[src/rtl/decoded_word_unpack_stage.sv]
// -----------------------------------------------------------------------------
// decoded_word_unpack_stage
//
// Receiver side of the packed decoded-instruction word at the ID/EX boundary.
// A word arrives over a valid/ready handshake and goes into a two-entry skid
// pair (main M, skid S). M is always the head, and its fields drive the
// execute stage directly as registered outputs. flush discards both entries.
// A saturating counter records the cycles in which execute back-pressured a
// valid word.
//
// Ports:
//   clk, rst            clock, synchronous active-high reset
//   flush               drop all buffered words (mispredict / exception)
//   in_valid, in_ready  upstream handshake (in_ready has no path from
//                       in_valid or out_ready)
//   in_word             packed decoded word
//   out_valid,out_ready downstream handshake, out_valid = M holds a word
//   use_* / read_mem / write_mem / decoded_opcode / inst_type /
//   rs1_addr / rs2_addr / rd_addr / imm / value / npc
//                       field slices of the M word
//   stall_count         saturating count of out_valid & !out_ready cycles
// -----------------------------------------------------------------------------

// Default field layout of the decoded word. Any definition made earlier by the
// architecture header takes precedence.
`ifndef DECODED_INST_WORD_WIDTH
  `define DECODED_INST_WORD_WIDTH 112
`endif
`ifndef OPCODE_WIDTH
  `define OPCODE_WIDTH            7
`endif
`ifndef INST_TYPE_SIGNAL_WIDTH
  `define INST_TYPE_SIGNAL_WIDTH  4
`endif
`ifndef REG_ADDR_SIZE
  `define REG_ADDR_SIZE           5
`endif
`ifndef IMM_WIDTH
  `define IMM_WIDTH               16
`endif
`ifndef VALUE_WIDTH
  `define VALUE_WIDTH             32
`endif
`ifndef PC_WIDTH
  `define PC_WIDTH                32
`endif
`ifndef USE_RS1_START_BIT
  `define USE_RS1_START_BIT       0
  `define USE_RS2_START_BIT       1
  `define USE_RD_START_BIT        2
  `define USE_IMM_START_BIT       3
  `define READ_MEM_START_BIT      4
  `define WRITE_MEM_START_BIT     5
  `define OPCODE_START_BIT        6
  `define OPCODE_END_BIT          12
  `define INST_TYPE_START_BIT     13
  `define INST_TYPE_END_BIT       16
  `define RS1_ADDR_START_BIT      17
  `define RS1_ADDR_END_BIT        21
  `define RS2_ADDR_START_BIT      22
  `define RS2_ADDR_END_BIT        26
  `define RD_ADDR_START_BIT       27
  `define RD_ADDR_END_BIT         31
  `define IMM_START_BIT           32
  `define IMM_END_BIT             47
  `define VALUE_START_BIT         48
  `define VALUE_END_BIT           79
  `define NPC_START_BIT           80
  `define NPC_END_BIT             111
`endif

module decoded_word_unpack_stage #(
    parameter int STALL_CNT_W = 16
) (
    input  logic                                  clk,
    input  logic                                  rst,
    input  logic                                  flush,
    input  logic                                  in_valid,
    output logic                                  in_ready,
    input  logic [`DECODED_INST_WORD_WIDTH-1:0]   in_word,
    output logic                                  out_valid,
    input  logic                                  out_ready,
    output logic                                  use_rs1,
    output logic                                  use_rs2,
    output logic                                  use_rd,
    output logic                                  use_imm,
    output logic                                  read_mem,
    output logic                                  write_mem,
    output logic [`OPCODE_WIDTH-1:0]              decoded_opcode,
    output logic [`INST_TYPE_SIGNAL_WIDTH-1:0]    inst_type,
    output logic [`REG_ADDR_SIZE-1:0]             rs1_addr,
    output logic [`REG_ADDR_SIZE-1:0]             rs2_addr,
    output logic [`REG_ADDR_SIZE-1:0]             rd_addr,
    output logic [`IMM_WIDTH-1:0]                 imm,
    output logic [`VALUE_WIDTH-1:0]               value,
    output logic [`PC_WIDTH-1:0]                  npc,
    output logic [STALL_CNT_W-1:0]                stall_count
);

    localparam int W = `DECODED_INST_WORD_WIDTH;
    localparam logic [STALL_CNT_W-1:0] STALL_ONE = STALL_CNT_W'(1);

    logic         m_valid;
    logic         s_valid;
    logic [W-1:0] m_word;
    logic [W-1:0] s_word;
    logic         acc;
    logic         pop;

    // S only ever fills while M is occupied, so an empty S guarantees a free
    // slot somewhere regardless of what downstream does this cycle.
    assign in_ready  = !rst && !flush && !s_valid;
    assign out_valid = m_valid;
    assign acc       = in_valid && in_ready;
    assign pop       = m_valid && out_ready;

    // NOTE: sequential state uses non-blocking assignments only, so every
    // branch below sees the pre-edge values of m_valid/s_valid/m_word/s_word.
    always_ff @(posedge clk) begin
        if (rst) begin
            // NOTE: the data words are reset (not just the valid bits) because
            // the field outputs are required to read zero after reset/flush.
            m_valid <= 1'b0;
            s_valid <= 1'b0;
            m_word  <= '0;
            s_word  <= '0;
        end else if (flush) begin
            m_valid <= 1'b0;
            s_valid <= 1'b0;
            m_word  <= '0;
            s_word  <= '0;
        end else if (!m_valid) begin
            if (acc) begin
                m_word  <= in_word;
                m_valid <= 1'b1;
            end
        end else if (pop && s_valid) begin
            // in_ready is low while S is full, so no new word competes here.
            m_word  <= s_word;
            s_valid <= 1'b0;
        end else if (pop) begin
            if (acc) begin
                m_word <= in_word;
            end else begin
                // m_word keeps the drained word so the fields stay steady.
                m_valid <= 1'b0;
            end
        end else if (acc) begin
            s_word  <= in_word;
            s_valid <= 1'b1;
        end
    end

    always_ff @(posedge clk) begin
        if (rst) begin
            stall_count <= '0;
        end else if (m_valid && !out_ready && !flush && (stall_count != '1)) begin
            stall_count <= stall_count + STALL_ONE;
        end
    end

    assign use_rs1        = m_word[`USE_RS1_START_BIT];
    assign use_rs2        = m_word[`USE_RS2_START_BIT];
    assign use_rd         = m_word[`USE_RD_START_BIT];
    assign use_imm        = m_word[`USE_IMM_START_BIT];
    assign read_mem       = m_word[`READ_MEM_START_BIT];
    assign write_mem      = m_word[`WRITE_MEM_START_BIT];
    assign decoded_opcode = m_word[`OPCODE_END_BIT:`OPCODE_START_BIT];
    assign inst_type      = m_word[`INST_TYPE_END_BIT:`INST_TYPE_START_BIT];
    assign rs1_addr       = m_word[`RS1_ADDR_END_BIT:`RS1_ADDR_START_BIT];
    assign rs2_addr       = m_word[`RS2_ADDR_END_BIT:`RS2_ADDR_START_BIT];
    assign rd_addr        = m_word[`RD_ADDR_END_BIT:`RD_ADDR_START_BIT];
    assign imm            = m_word[`IMM_END_BIT:`IMM_START_BIT];
    assign value          = m_word[`VALUE_END_BIT:`VALUE_START_BIT];
    assign npc            = m_word[`NPC_END_BIT:`NPC_START_BIT];

endmodule
[config.mk]
export PLATFORM = sky130hd
export DESIGN_NAME = decoded_word_unpack_stage
export DESIGN_NICKNAME = d
export VERILOG_FILES = /design/src/rtl/decoded_word_unpack_stage.sv
export SDC_FILE = /design/constraint.sdc
export NUM_CORES = 1
export LEC_CHECK = 0
export ABC_AREA = 1
export ABC_CLOCK_PERIOD_IN_PS = 2500
export CORE_MARGIN = 8
export CORE_UTILIZATION = 40
export CTS_CLUSTER_DIAMETER = 100
export DETAILED_ROUTE_END_ITERATION = 7
export PLACE_DENSITY = 0.68
export SLEW_MARGIN = 20
export SYNTH_ARGS = -nofsm -noshare
export SYNTH_HDL_FRONTEND = slang
export SYNTH_SLANG_ARGS = --single-unit
export TNS_END_PERCENT = 30
[constraint.sdc]
create_clock -name clk -period 2.5 [get_ports clk]
set_input_delay 0.25 -clock clk [delete_from_list [all_inputs] [get_ports clk]]
set_output_delay 0.25 -clock clk [all_outputs]
set_load 0.03 [all_outputs]
==> metrics.yaml, run 1 <==
floorplan:
  die_area_sq_mm: 0.0290
  core_sq_mm: 0.0234
  die_h_um: 170
  ios: 247
  initial_utilization: 0.407
  core.rowCount: 56
  die_w_um: 170
yosys:
  synth_area_leaders: "dfxtp_1 (51%), o21ai_0 (10%), nor2_1 (8.3%), a21oi_1 (7.6%), o22ai_1 (6.0%)"
  syn-num-nets: 1364
  synthArstFlopShare: 0
  synth_area_leader_cell: "dfxtp_1"
  synth.top_cells.by_count: "dfxtp_1 (242), nor2_1 (210), o21ai_0 (197)"
  avgSynthCellArea_sq_um: 7.65
  syn_inst: 1246
  synthDistinctLibCells: 23
  synth_edf_count: 0
  synth_top_area_share: 0.508
  synth_warnings: 0
  netlist_area_sq_mm: 0.00953
  seq_area_frac_synth: 0.508
  synth-main-ff-cell: "dfxtp_1"
  synth_seq_cells: 242
  yosysMostFrequentCell: "dfxtp_1"
routing:
  wl_mm: 30.3
  wl_per_cell_um: 17.1
  drtIter0Drc: 890
  first_pass_iters: 5
  ant_nets: 0
  viasPerCell: 5.29
  dr_total_vias: 9405
  drc: 0
timing:
  rsz0062_at_grt: "no"
  slew_violations: 0
  finalCritPeriodShare: 0.821
  skew_ps: 9.53
  finalSetupViolations: 0
  setup_ws_ps: 448
  tns_ps: 0
  hold_viol: 0
  fmaxAchievable_mhz: 487
  finalWorstPathRequiredPeriod_ps: 2050
  relSlewSlack: 0.406
  tightest_slew_ps: 891
global_route:
  antenna_found_initial: 4
  met1_usage: 0.273
  grt_pass1_vias: 9014
  grt-ovfl-total: 0
  grt_max_degree: 203
  grt_pass1_wl_mm: 48.5
  met2_usage: 0.309
  grt_use_total: 0.201
  grt_use_met3: 0.0535
  top_usage_layer: "met2"
setup_path:
  slowest_delay_ps: 520
  worstSetupPathType: "input port to output pin"
  r2r-start: "out_valid"
  cp.required_ps: 2250
  cpMostUsedCell: "buf_4"
  r2r_cells: 7
  startpoint: "flush"
  critPathSlowestCell: "clkdlybuf4s50_1"
  crit_chain: "clkdlybuf4s50_1 -> nor2_4 -> buf_4 -> inv_1 -> nor2_1 -> buf_4 -> buf_4"
  start_kind: "input port"
  worstSetupEndpointType: "output pin"
  cp_max_fo: 21
  worstPathArrival_ps: 1800
finish:
  layout.cells.non_filler: 1777
  nNetsFinal: 1557
  diodes: 0
  area_growth_pct: 38.0
  drive_above_1_share: 0.0542
worst_hold_path:
  hp-start: "in_word[97]"
  hp-class: "input port to flip-flop"
  hold_depth: 3
clocking:
  clk_pin_slew_ps: 60
  cts_buffer_depth: 3
  root_buffer: "clkbuf_16"
  cts-resized-gates: 0
  cts_num_sinks: 242
  h-tree-depth: 1
  cts_made_buffers: 26
  post_cts_buffers: 0
  ctsHoldBuffers: 0
  tritoncts: "built"
  clk_latency_ps: 520
pwr:
  p_total_mw: 8.60
  ir_drop_mv: 0.464
  p_per_area_mw_per_mm2: 654
  p_leak_nw: 5.00
run:
  maxCapViolations: 0
place:
  preCtsSetupSlack_ps: 300
  gp_congestion: 0.800
  hpwlAfterDp_mm: 18.6
  place.port_buffers: 246
  placed_cells: 1730
run_status:
  status: "completed"
placed cells by master (no fill, tap or decap):
cell type and n:
o21ai_0 197, dfxtp_1 242, bufinv_16 2, clkdlybuf4s50_1 245
nand3b_4 1, o22ai_1 91, a21oi_4 1, ha_1 1
xor2_1 4, clkinv_2 6, xnor2_1 2, nand3_1 50
clkbuf_1 4, o21ai_1 27, inv_1 32, buf_4 17
buf_12 8, inv_4 1, inv_2 1, a21oi_1 145
mux2i_1 1, clkbuf_8 9, nor2_1 210, nand2_1 122
nor2_4 5, clkbuf_16 27, nand4_1 6, nand3_4 1
stage by stage:
step,hold slack (ps),utilization,instance area [sq um]
floorplan,385,-,9530
detailed placement,440,0.524,12300
global placement,435,0.524,12300
global route,340,0.562,13200
finish,346,0.562,13200
CTS,315,0.562,13200
kinds of logic (layout without fill, tap and decap cells):
kind of cell             Yosys count  after routing  share of synthesized area
AND/OR/NAND/NOR                  395            395                      0.169
AO/OA/AOI/OAI                    461            461                      0.254
adder cells (fa/ha/maj)            1              1                    0.00131
buffers and inverters            140            352                     0.0606
flip-flops                       242            242                      0.508
XOR/XNOR                           6              6                    0.00551
multiplexers                       1              1                    0.00105
routing by layer:
layer | up-vias | part of all wire
met2 | 306 | 0.45
met5 | - | 0.0014
met1 | 4381 | 0.45
met4 | 8 | 0.020
li1 | 4669 | -
met3 | 41 | 0.078
where the power goes:
group          internal (mW)  switching (mW)  total (mW)
Sequential              3.90          0.0279        3.93
Combinational          0.311           0.367       0.679
Clock                   2.44            1.56        3.99
critical path: cells and delay by family:
kind / cells / cell delay [ps]
AND/OR/NAND/NOR: 2 / 330
buffers and inverters: 5 / 1210
registers in the layout, indices dropped and copies added, names as in the netlist:
signal	flops
m_word	112
stall_count	16
s_valid	1
out_valid	1
s_word	112
worst paths after layout:
path / to / slack (ps)
max: in_ready / 450
min: s_word[97] / 350
max reg2reg: s_word[49] / 620
min reg2reg: s_word[77] / 450
cell type report:
cell class,count,area (sq um)
Clock inverter,7,85.1
Clock buffer,40,815
Inverter,35,135
Timing Repair Buffer,270,2740
Tap cell,319,399
Fill cell,2145,10200
Sequential cell,242,4840
Multi-Input combinational cell,864,4140
Note: power is estimated with default switching activity, not from simulation.
==> run 2: changes to the inputs <==
Settings changed: ABC_CLOCK_PERIOD_IN_PS 2500 to 1800, PLACE_DENSITY 0.68 to 0.7.
Clock period 2.5 ns to 1.8 ns, I/O delays scaled along.
==> run 2 against run 1 <==
  * Wire length increased by 0.82%
  * Register-to-register slack got worse by 470 ps
  * Non-clock buffer count increased by 33
  * Critical path depth decreased by 6
  * Highest routed layer unchanged
  * Largest power group is now sequential cells
  * Clock skew decreased by 3.0 ps
  * Largest cell class unchanged
  * Clock power increased by 33%
  * Setup slack got worse by 410 ps
  * Die area unchanged
  * Global-route usage decreased by 0.27 points
==> metrics.yaml, run 2 (synthesized netlist as in run 1, its figures left out) <==
routing:
  drtIter0Drc: 801  # -10%
  wl_per_cell_um: 16.9  # -1.1%
  ant_nets: 0  # unchanged
  viasPerCell: 5.29  # about the same
  wl_mm: 30.6  # +0.82%
  first_pass_iters: 5  # unchanged
  dr_total_vias: 9577  # +1.8%
  drc: 0  # unchanged
timing:
  rsz0062_at_grt: "no"
  tightest_slew_ps: 612  # -280 ps
  setup_ws_ps: 41.6  # -406 ps
  finalSetupViolations: 0  # unchanged
  fmaxAchievable_mhz: 569
  finalCritPeriodShare: 0.977
  skew_ps: 6.54  # -2.99 ps
  hold_ws_ps: 267  # -79.4 ps
  hold_viol: 0  # unchanged
  slew_violations: 0  # unchanged
  finalWorstPathRequiredPeriod_ps: 1760
  relSlewSlack: 0.592  # +0.186
global_route:
  antenna_found_initial: 1  # -3
  grt-ovfl-total: 0  # unchanged
  grt_use_total: 0.199  # -0.00270
  grt_pass1_vias: 9155  # +1.6%
  grt_max_degree: 85  # -58%
  grt_pass1_wl_mm: 47.9  # -1.4%
finish:
  top_regs: "m_word: 112 flops, s_word: 112 flops, stall_count: 16 flops"
  final_cell_area_sq_mm: 0.0135  # +2.5%
  area_growth_pct: 41.5
  layout_common_cells: "dfxtp_1 (242), nor2_1 (209), clkdlybuf4s50_1 (204)"
  fillers: 2151  # +0.28%
  drive_above_1_share: 0.0751  # +0.0209
  utilization: 0.576  # +0.0142
  final_common_cell: "dfxtp_1"
  nNetsFinal: 1590  # +2.1%
floorplan:
  ios: 247  # unchanged
  die_w_um: 170  # unchanged
  die_area_sq_mm: 0.0290  # unchanged
  core_sq_mm: 0.0234  # unchanged
  core.rowCount: 56  # unchanged
  initial_utilization: 0.407  # unchanged
  die_h_um: 170  # unchanged
setup_path:
  slowest_delay_ps: 700  # +180 ps
  critPathSlowestCell: "clkdlybuf4s50_1"
  path_buf_inv: 1  # -4
  cp.required_ps: 1620  # -630 ps
  worstSetupPathType: "flip-flop to output pin"
  worstPathArrival_ps: 1580  # -220 ps
  critical_path.top_delay_family: "buffers and inverters"
  cp_max_fo: 2  # -90%
  crit_chain: "clkdlybuf4s50_1"
  worstSetupEndpointType: "output pin"
  start_kind: "flip-flop"
run_status:
  status: "completed"
clocking:
  root_buffer: "clkbuf_16"
  cts_made_buffers: 26  # unchanged
  cts_num_sinks: 242  # unchanged
  tritoncts: "built"
  clk_pin_slew_ps: 60  # about the same
  cts_buffer_depth: 3  # unchanged
  h-tree-depth: 1  # unchanged
  ctsHoldBuffers: 0  # unchanged
  clk_latency_ps: 520  # about the same
pwr:
  p_per_area_mw_per_mm2: 870  # +33%
  p_total_mw: 11.7  # +36%
  ir_drop_mv: 0.522  # +13%
  p_leak_nw: 5.60  # +12%
place:
  dpl_cell_area_sq_mm: 0.0126  # +2.9%
  gp_congestion: 0.796  # -0.40%
  hpwlAfterDp_mm: 19.8  # +6.5%
  place.port_buffers: 246  # unchanged
  preCtsSetupSlack_ps: -99.1  # -399 ps
worst_hold_path:
  hp-class: "input port to flip-flop"
run:
  maxCapViolations: 0  # unchanged
-- run 2: cell types whose count changed in the layout (fill, tap and decap cells not counted) --
cell,before,now
buf_12,8,17
buf_4,17,41
clkbuf_1,4,5
clkbuf_16,27,26
clkbuf_8,9,5
clkdlybuf4s50_1,245,204
clkinv_2,6,9
clkinv_8,0,1
diode_2,0,1
dlygate4sd2_1,0,24
dlymetal6s2s_1,0,17
nor2_1,210,209
nor2_2,0,1
-- run 2: timing repair --
item                       4_1_cts  5_1_grt
setup endpoints to repair       25       18
resized for setup               24       18
setup buffers                    0        1
pin swaps                        0        1
-- run 2: area by class of cell --
| class | instances | area (sq um) | area share |
|---|---|---|---|
| antenna | 1 | 2.50 | 0.000186 |
| clock buffer | 36 | 738 | 0.0547 |
| clock inverter | 11 | 116 | 0.00863 |
| inverter | 35 | 135 | 0.0100 |
| multi-input combinational | 864 | 4140 | 0.307 |
| sequential | 242 | 4840 | 0.359 |
| tap | 319 | 399 | 0.0296 |
| timing repair buffer | 303 | 3110 | 0.231 |
-- run 2: through the flow --
| stage | setup TNS [ps] | std cells |
|---|---|---|
| 6_report | 0 | 1811 |
| 5_1_grt | 0 | 1810 |
| 4_1_cts | -2.64 | 1809 |
| 3_5_place_dp | -5880 | 1762 |
| 3_3_place_gp | -3140 | 1762 |
| 2_1_floorplan | 0 | 1246 |
-- run 2: path summary, 6_finish.rpt --
path / from / endpoint / slack, ps / cells past startpoint
hold / removal: in_word[111] / s_word[111] / 270 / 3
hold reg to reg: s_word[77] / s_word[77] / 450 / 2
setup reg to reg: s_valid / m_word[95] / 150 / 4
setup / recovery: m_word[32] / imm[0] / 40 / 1
-- run 2: report_power, final --
group          switching (mW)  internal (mW)
registers              0.0361           5.42
clock network            2.14           3.15
logic                   0.524          0.459
total                    2.70           9.03
-- run 2: routing by layer --
metal | track usage | vias up | routed length (um)
li1 | - | 4734 | -
met1 | 0.258 | 4431 | 13400
met2 | 0.318 | 356 | 13900
met3 | 0.0542 | 54 | 2510
met4 | 0.0587 | 2 | 782
met5 | 0 | - | 8
